===== src/rtl/muldiv_pkg.sv =====
// Shared types and ALU encodings for the multiply/divide sequencer.
// ALU_IMUL/ALU_DIVI must track the ALU control unit's code assignment.
package muldiv_pkg;

   localparam logic [4:0] ALU_IMUL = 5'd15;
   localparam logic [4:0] ALU_DIVI = 5'd16;

   typedef enum logic [1:0] {
      IDLE = 2'd0,
      RUN  = 2'd1,
      DONE = 2'd2
   } state_t;

   typedef enum logic {
      OP_MUL = 1'b0,
      OP_DIV = 1'b1
   } op_t;

endpackage


===== src/rtl/muldiv_step.sv =====
// One iteration of shift-add multiply or restoring divide; purely combinational.
// Latency: 0 cycles. Backpressure: none, the sequencer decides when to register the result.
module muldiv_step
   import muldiv_pkg::*;
#(
   parameter int WIDTH = 32
) (
   input  op_t              op,
   input  logic [WIDTH:0]   acc_hi,
   input  logic [WIDTH-1:0] acc_lo,
   input  logic [WIDTH-1:0] opb,
   output logic [WIDTH:0]   nxt_hi,
   output logic [WIDTH-1:0] nxt_lo
);

   logic [WIDTH:0] sum;
   logic [WIDTH:0] shifted;
   logic [WIDTH:0] divisor;

   always_comb begin
      divisor = {1'b0, opb};
      sum     = acc_hi + (acc_lo[0] ? divisor : '0);
      shifted = {acc_hi[WIDTH-1:0], acc_lo[WIDTH-1]};
      nxt_hi  = '0;
      nxt_lo  = '0;
      if (op == OP_MUL) begin
         // The add carry shifts into the top of the accumulator.
         nxt_hi = {1'b0, sum[WIDTH:1]};
         nxt_lo = {sum[0], acc_lo[WIDTH-1:1]};
      end else if (shifted >= divisor) begin
         nxt_hi = shifted - divisor;
         nxt_lo = {acc_lo[WIDTH-2:0], 1'b1};
      end else begin
         nxt_hi = shifted;
         nxt_lo = {acc_lo[WIDTH-2:0], 1'b0};
      end
   end

endmodule


===== src/rtl/muldiv_sequencer.sv =====
// Iterative imul/divi unit for the multicycle core; MULDIV_SIGNED_EN selects two's-complement.
// Latency: WIDTH+1 cycles from accept to done (1 cycle for divide by zero).
// Backpressure: busy stalls the main FSM; start outside IDLE is dropped, never queued.
module muldiv_sequencer
   import muldiv_pkg::*;
#(
   parameter int WIDTH = 32
) (
   input  logic             clk,
   input  logic             rst_n,
   input  logic             start,
   input  logic [4:0]       alu_cnt,
   input  logic [WIDTH-1:0] op_a,
   input  logic [WIDTH-1:0] op_b,
   output logic             busy,
   output logic             done,
   output logic [WIDTH-1:0] hi,
   output logic [WIDTH-1:0] lo,
   output logic             div_by_zero
);

   localparam int CW = $clog2(WIDTH) + 1;
   localparam logic [CW-1:0] LAST = CW'(WIDTH - 1);

   state_t           state, state_nxt;
   op_t              op;
   logic [CW-1:0]    cnt;
   logic [WIDTH:0]   acc_hi;
   logic [WIDTH-1:0] acc_lo;
   logic [WIDTH-1:0] opb;
   logic [WIDTH:0]   step_hi;
   logic [WIDTH-1:0] step_lo;
   logic [WIDTH-1:0] mag_a, mag_b;
   logic [WIDTH-1:0] res_hi, res_lo;
   logic             is_op, accept, dz_accept;

   assign is_op     = (alu_cnt == ALU_IMUL) || (alu_cnt == ALU_DIVI);
   assign accept    = (state == IDLE) && start && is_op;
   assign dz_accept = accept && (alu_cnt == ALU_DIVI) && (op_b == '0);

   muldiv_step #(.WIDTH(WIDTH)) u_step (
      .op     (op),
      .acc_hi (acc_hi),
      .acc_lo (acc_lo),
      .opb    (opb),
      .nxt_hi (step_hi),
      .nxt_lo (step_lo)
   );

`ifdef MULDIV_SIGNED_EN
   logic sign_a, sign_b;

   assign mag_a = op_a[WIDTH-1] ? -op_a : op_a;
   assign mag_b = op_b[WIDTH-1] ? -op_b : op_b;

   always_ff @(posedge clk) begin
      if (!rst_n) begin
         sign_a <= 1'b0;
         sign_b <= 1'b0;
      end else if (accept) begin
         sign_a <= op_a[WIDTH-1];
         sign_b <= op_b[WIDTH-1];
      end
   end

   // Truncating division: quotient sign from both operands, remainder follows the dividend.
   always_comb begin
      res_hi = step_hi[WIDTH-1:0];
      res_lo = step_lo;
      if (op == OP_MUL) begin
         if (sign_a ^ sign_b)
            {res_hi, res_lo} = -{step_hi[WIDTH-1:0], step_lo};
      end else begin
         if (sign_a ^ sign_b)
            res_lo = -step_lo;
         if (sign_a)
            res_hi = -step_hi[WIDTH-1:0];
      end
   end
`else
   assign mag_a  = op_a;
   assign mag_b  = op_b;
   assign res_hi = step_hi[WIDTH-1:0];
   assign res_lo = step_lo;
`endif

   always_ff @(posedge clk) begin
      if (!rst_n)
         state <= IDLE;
      else
         state <= state_nxt;
   end

   always_comb begin
      state_nxt = state;
      case (state)
         IDLE: begin
            if (dz_accept)
               state_nxt = DONE;
            else if (accept)
               state_nxt = RUN;
         end
         RUN: begin
            if (cnt == LAST)
               state_nxt = DONE;
         end
         DONE:    state_nxt = IDLE;
         default: state_nxt = IDLE;
      endcase
   end

   always_comb begin
      busy = (state != IDLE);
      done = (state == DONE);
   end

   // Operands load as multiplier/dividend in acc_lo, multiplicand/divisor in opb.
   always_ff @(posedge clk) begin
      if (!rst_n) begin
         op          <= OP_MUL;
         cnt         <= '0;
         acc_hi      <= '0;
         acc_lo      <= '0;
         opb         <= '0;
         hi          <= '0;
         lo          <= '0;
         div_by_zero <= 1'b0;
      end else if (accept) begin
         op          <= (alu_cnt == ALU_DIVI) ? OP_DIV : OP_MUL;
         cnt         <= '0;
         acc_hi      <= '0;
         acc_lo      <= mag_a;
         opb         <= mag_b;
         div_by_zero <= 1'b0;
         if (dz_accept) begin
            hi          <= op_a;
            lo          <= '1;
            div_by_zero <= 1'b1;
         end
      end else if (state == RUN) begin
         acc_hi <= step_hi;
         acc_lo <= step_lo;
         cnt    <= cnt + 1'b1;
         if (cnt == LAST) begin
            hi <= res_hi;
            lo <= res_lo;
         end
      end
   end

endmodule


===== config.mk =====
export PLATFORM = sky130hd
export DESIGN_NAME = muldiv_sequencer
export DESIGN_NICKNAME = d
export VERILOG_FILES = /design/src/rtl/muldiv_pkg.sv /design/src/rtl/muldiv_step.sv /design/src/rtl/muldiv_sequencer.sv
export SDC_FILE = /design/constraint.sdc
export NUM_CORES = 1
export LEC_CHECK = 0
export BUFFER_PORTS_ARGS = -buffer_cell sky130_fd_sc_hd__buf_2
export CAP_MARGIN = 10
export CORE_MARGIN = 5
export CORE_UTILIZATION = 41
export CTS_BUF_LIST = sky130_fd_sc_hd__clkbuf_4 sky130_fd_sc_hd__clkbuf_8
export CTS_CLUSTER_SIZE = 24
export DETAILED_ROUTE_END_ITERATION = 7
export GPL_ROUTABILITY_DRIVEN = 0
export HOLD_SLACK_MARGIN = 0.08
export PLACE_DENSITY = 0.66
export SLEW_MARGIN = 30
export SYNTH_ARGS = -nofsm -noshare
export SYNTH_HDL_FRONTEND = slang
export SYNTH_SLANG_ARGS = --single-unit

===== constraint.sdc =====
create_clock -name clk -period 4 [get_ports clk]
set_input_delay 0.8 -clock clk [delete_from_list [all_inputs] [get_ports clk]]
set_output_delay 0.8 -clock clk [all_outputs]
set_load 0.01 [all_outputs]

==> run_summary.xml <==
<?xml version="1.0" encoding="UTF-8"?>
<metrics>
  <group name="route">
    <metric name="drc_viols" unit="">0</metric>
    <metric name="drtPass1Iterations" unit="">5</metric>
    <metric name="routedWlPerCell" unit="um">19.6</metric>
    <metric name="via_cell_ratio" unit="">5.95</metric>
    <metric name="drtAntennaViolNets" unit="">0</metric>
    <metric name="vias" unit="">11500</metric>
    <metric name="postRouteWirelength" unit="mm">37.7</metric>
    <metric name="detail_route.iter0.violations" unit="">1356</metric>
  </group>
  <group name="setup_path">
    <metric name="ff2ff_path_depth" unit="">13</metric>
    <metric name="crit_path_start_kind" unit="">flip-flop</metric>
    <metric name="crit_path_max_fanout" unit="">8</metric>
    <metric name="worstPathRequired" unit="ns">4.42</metric>
    <metric name="worstSetupEndpointType" unit="">flip-flop</metric>
    <metric name="critPathKind" unit="">flip-flop to flip-flop</metric>
    <metric name="critPathArrivalTime" unit="ns">4.24</metric>
  </group>
  <group name="grt">
    <metric name="gr-usage-all-layers" unit="%">23.8</metric>
    <metric name="grt_first_pass_wirelength" unit="mm">58.5</metric>
    <metric name="grt_start_max_net_pins" unit="">71</metric>
    <metric name="grt_pass1_vias" unit="">10500</metric>
    <metric name="antenna_found_initial" unit="">0</metric>
    <metric name="grt_ovf" unit="">0</metric>
  </group>
  <group name="floorplanning">
    <metric name="floorplan.die_area" unit="sq um">30500</metric>
    <metric name="floorplan.die.width" unit="um">175</metric>
    <metric name="floorplan.io_pins" unit="">139</metric>
    <metric name="start_util" unit="%">41.4</metric>
    <metric name="rows" unit="">60</metric>
    <metric name="floorplan.die.height" unit="um">175</metric>
    <metric name="core" unit="sq um">26900</metric>
  </group>
  <group name="placement">
    <metric name="post_dp_cell_area" unit="sq um">12200</metric>
    <metric name="numPortBuffers" unit="">138</metric>
    <metric name="detailed_place_hpwl" unit="mm">28.5</metric>
  </group>
  <group name="layout">
    <metric name="multi_input_comb_area" unit="sq um">7140</metric>
    <metric name="area.growth.synth_to_final" unit="%">13.8</metric>
    <metric name="filler_instances" unit="">2690</metric>
    <metric name="num_antenna_cells" unit="">0</metric>
    <metric name="layout.area.seq" unit="sq um">3430</metric>
    <metric name="final_core_utilization" unit="%">47.1</metric>
    <metric name="design_area" unit="sq um">12700</metric>
    <metric name="fin_nets" unit="">1711</metric>
    <metric name="layout_cell_share_with_drive_strength_beyond_1" unit="%">15.3</metric>
  </group>
  <group name="synthesis">
    <metric name="syn_nets" unit="">1609</metric>
    <metric name="synth_seq_area_share" unit="%">30.7</metric>
    <metric name="synthFlopType" unit="">sky130_fd_sc_hd__dfxtp_1</metric>
    <metric name="synth_top_cell_by_area" unit="">sky130_fd_sc_hd__dfxtp_1</metric>
    <metric name="synth-edff-count" unit="">0</metric>
    <metric name="yosysWarningCount" unit="">0</metric>
    <metric name="netlist-cell-type-count" unit="">67</metric>
    <metric name="synth_top_cells_by_area" unit="">sky130_fd_sc_hd__dfxtp_1 31%, sky130_fd_sc_hd__ha_1 7.3%, sky130_fd_sc_hd__a21oi_1 6.8%, sky130_fd_sc_hd__nand2_1 6.2%, sky130_fd_sc_hd__nor2_1 5.8%</metric>
    <metric name="synthCells" unit="">1470</metric>
    <metric name="yosys.area.top_type_share" unit="%">30.7</metric>
    <metric name="fraction_of_registers_with_async_set_reset" unit="%">0</metric>
    <metric name="postSynthRegisterBits" unit="">171</metric>
    <metric name="netlist_area" unit="sq um">11100</metric>
    <metric name="avg_synthesized_cell_area" unit="sq um">7.57</metric>
  </group>
  <group name="sta">
    <metric name="final_critical_path_required_period" unit="ns">3.82</metric>
    <metric name="setup_repair_after_global_routing_missed_its_margin" unit="">no</metric>
    <metric name="holdWs" unit="ns">0.473</metric>
    <metric name="finalCritPeriodShare" unit="%">95.5</metric>
    <metric name="final_hold_viol_count" unit="">0</metric>
    <metric name="fin_skew" unit="ns">0.0261</metric>
    <metric name="max_slew_margin" unit="%">31.0</metric>
    <metric name="timing_max_transition_violations_final" unit="">0</metric>
    <metric name="setup-violations-final" unit="">0</metric>
    <metric name="tightestPinTransition" unit="ns">1.03</metric>
    <metric name="totalNegativeSetupSlack" unit="ns">0</metric>
    <metric name="max_freq" unit="MHz">262</metric>
  </group>
  <group name="cts">
    <metric name="worstSkewPairLatency" unit="ns">0.49</metric>
    <metric name="numCtsBuffers" unit="">17</metric>
    <metric name="cts.reportedPaths.clkPinSlew" unit="ns">0.12</metric>
    <metric name="cts_htree_levels" unit="">4</metric>
    <metric name="cts_tree" unit="">built</metric>
    <metric name="cts_repair_resize_count" unit="">0</metric>
    <metric name="clkSinkCount" unit="">171</metric>
    <metric name="cts-root-to-sink-buffers" unit="">2</metric>
    <metric name="postCtsSetupRepairBufs" unit="">0</metric>
    <metric name="clock_root_buffer_master" unit="">sky130_fd_sc_hd__clkbuf_8</metric>
    <metric name="hold_buffers" unit="">0</metric>
  </group>
  <group name="run">
    <metric name="max-cap-violations" unit="">0</metric>
  </group>
  <group name="power">
    <metric name="power.density_cell_area" unit="nW/um^2">301</metric>
    <metric name="totalPowerFinal" unit="mW">3.82</metric>
    <metric name="power.leakage" unit="nW">5.07</metric>
    <metric name="max-vdd-ir-drop" unit="V">0.000206</metric>
  </group>
  <group name="outcome">
    <metric name="outcome" unit="">complete, no violations</metric>
  </group>
  <group name="hold_path">
    <metric name="hold_class" unit="">flip-flop to flip-flop</metric>
    <metric name="hold_depth" unit="">2</metric>
  </group>
</metrics>
cell type report:
class,instances,area share (%)
inverters,49,1.46
repair buffers,181,8.20
flip-flops and latches,171,27.1
clock inverters,15,1.67
clock buffers,17,1.85
multi-input cells,1152,56.4
well taps,341,3.37
worst paths after layout:
path,start,to,slack [ns]
max,opb[27],hi[3],0.18
min,hi[8],hi[8],0.47
max reg2reg,opb[27],hi[3],0.18
min reg2reg,hi[8],hi[8],0.47
worst max-delay path, stage by stage (launching register included):
cell and delay (ns):
sky130_fd_sc_hd__dfxtp_1 0.40, sky130_fd_sc_hd__inv_1 0.06, sky130_fd_sc_hd__ha_1 0.42, sky130_fd_sc_hd__and3_4 0.28
sky130_fd_sc_hd__nand2_1 0.10, sky130_fd_sc_hd__or4_1 0.57, sky130_fd_sc_hd__a2111o_1 0.51, sky130_fd_sc_hd__nand2_2 0.16
sky130_fd_sc_hd__buf_4 0.19, sky130_fd_sc_hd__a31oi_1 0.13, sky130_fd_sc_hd__a211oi_1 0.54, sky130_fd_sc_hd__buf_4 0.20
sky130_fd_sc_hd__a21oi_1 0.03, sky130_fd_sc_hd__a21oi_1 0.15
cells in the final DEF (no fill, tap or decap), types with 17 or more instances in the layout:
master	synthesis	routed
sky130_fd_sc_hd__a211oi_1	28	27
sky130_fd_sc_hd__a21o_1	23	23
sky130_fd_sc_hd__a21oi_1	151	151
sky130_fd_sc_hd__a221oi_1	30	30
sky130_fd_sc_hd__a311oi_1	36	36
sky130_fd_sc_hd__a31oi_1	22	22
sky130_fd_sc_hd__and2_1	35	35
sky130_fd_sc_hd__buf_2	9	138
sky130_fd_sc_hd__buf_4	5	41
sky130_fd_sc_hd__clkbuf_8	0	17
sky130_fd_sc_hd__dfxtp_1	171	170
sky130_fd_sc_hd__ha_1	65	65
sky130_fd_sc_hd__inv_1	48	48
sky130_fd_sc_hd__mux2i_1	41	41
sky130_fd_sc_hd__nand2_1	185	185
sky130_fd_sc_hd__nand3_1	47	46
sky130_fd_sc_hd__nand4_1	19	19
sky130_fd_sc_hd__nor2_1	172	171
sky130_fd_sc_hd__nor3_1	17	17
sky130_fd_sc_hd__o21ai_0	76	76
sky130_fd_sc_hd__xnor2_1	30	30
sky130_fd_sc_hd__xor2_1	27	27
flip-flops by register name (all words and copies together), names as in the netlist:
signal	count
acc_hi	33
acc_lo	32
hi	32
lo	32
opb	32
cnt	6
state	2
div_by_zero	1
op	1
power by group:
group / switching [mW] / internal [mW]
Combinational: 0.460 / 0.270
Clock: 0.853 / 0.502
Sequential: 0.0166 / 1.72
Total: 1.33 / 2.49
cells by family (layout without fill, tap and decap cells):
group,Yosys count,after routing,synth area share (%)
AND/OR/NAND/NOR,529,529,21.3
AO/OA/AOI/OAI,455,455,26.4
flip-flops,171,171,30.7
buffers and inverters,147,262,5.43
adder cells (fa/ha/maj),67,67,7.66
XOR/XNOR,57,57,4.48
multiplexers,44,44,3.99
layer usage:
layer | global-route usage [%] | part of all wire, % | vias to the layer above
li1 | - | - | 5505
met1 | 34.1 | 46 | 5417
met2 | 37.2 | 44 | 485
met3 | 3.27 | 7.2 | 52
met5 | 0 | 0 | -
met4 | 7.50 | 2.8 | 0
synth_stat cells, types with 3 or more instances:
cell	instances
sky130_fd_sc_hd__a21oi_1	151
sky130_fd_sc_hd__inv_1	48
sky130_fd_sc_hd__ha_1	65
sky130_fd_sc_hd__nor3_1	17
sky130_fd_sc_hd__a311oi_1	36
sky130_fd_sc_hd__buf_2	9
sky130_fd_sc_hd__and4_1	4
sky130_fd_sc_hd__nor4_1	12
sky130_fd_sc_hd__a221oi_1	30
sky130_fd_sc_hd__and2_1	35
sky130_fd_sc_hd__a211o_1	6
sky130_fd_sc_hd__or3_1	4
sky130_fd_sc_hd__a21boi_0	4
sky130_fd_sc_hd__o221ai_1	3
sky130_fd_sc_hd__o21ai_1	11
sky130_fd_sc_hd__nand2b_1	7
sky130_fd_sc_hd__nand4_1	19
sky130_fd_sc_hd__mux2i_1	41
sky130_fd_sc_hd__o21bai_1	14
sky130_fd_sc_hd__mux2_2	3
sky130_fd_sc_hd__xnor2_1	30
sky130_fd_sc_hd__o31ai_1	3
sky130_fd_sc_hd__and3_1	7
sky130_fd_sc_hd__clkbuf_1	71
sky130_fd_sc_hd__dfxtp_1	171
sky130_fd_sc_hd__or2_2	3
sky130_fd_sc_hd__o21ai_0	76
sky130_fd_sc_hd__buf_1	10
sky130_fd_sc_hd__o22ai_1	3
sky130_fd_sc_hd__o211ai_1	15
sky130_fd_sc_hd__nor2b_1	8
sky130_fd_sc_hd__o21a_1	7
sky130_fd_sc_hd__a211oi_1	28
sky130_fd_sc_hd__buf_4	5
sky130_fd_sc_hd__o22a_1	3
sky130_fd_sc_hd__buf_6	3
sky130_fd_sc_hd__nor2_1	172
sky130_fd_sc_hd__a21o_1	23
sky130_fd_sc_hd__a31oi_1	22
sky130_fd_sc_hd__xor2_1	27
sky130_fd_sc_hd__nand2_1	185
sky130_fd_sc_hd__nand3_1	47
per-stage QoR:
stage,worst slack [ns],std cells
2_1_floorplan,0.555,1470
3_3_place_gp,0.221,1894
3_5_place_dp,0.152,1894
4_1_cts,0.0983,1926
5_1_grt,0.0357,1926
6_report,0.181,1926
(Power assumes the default switching activity.)
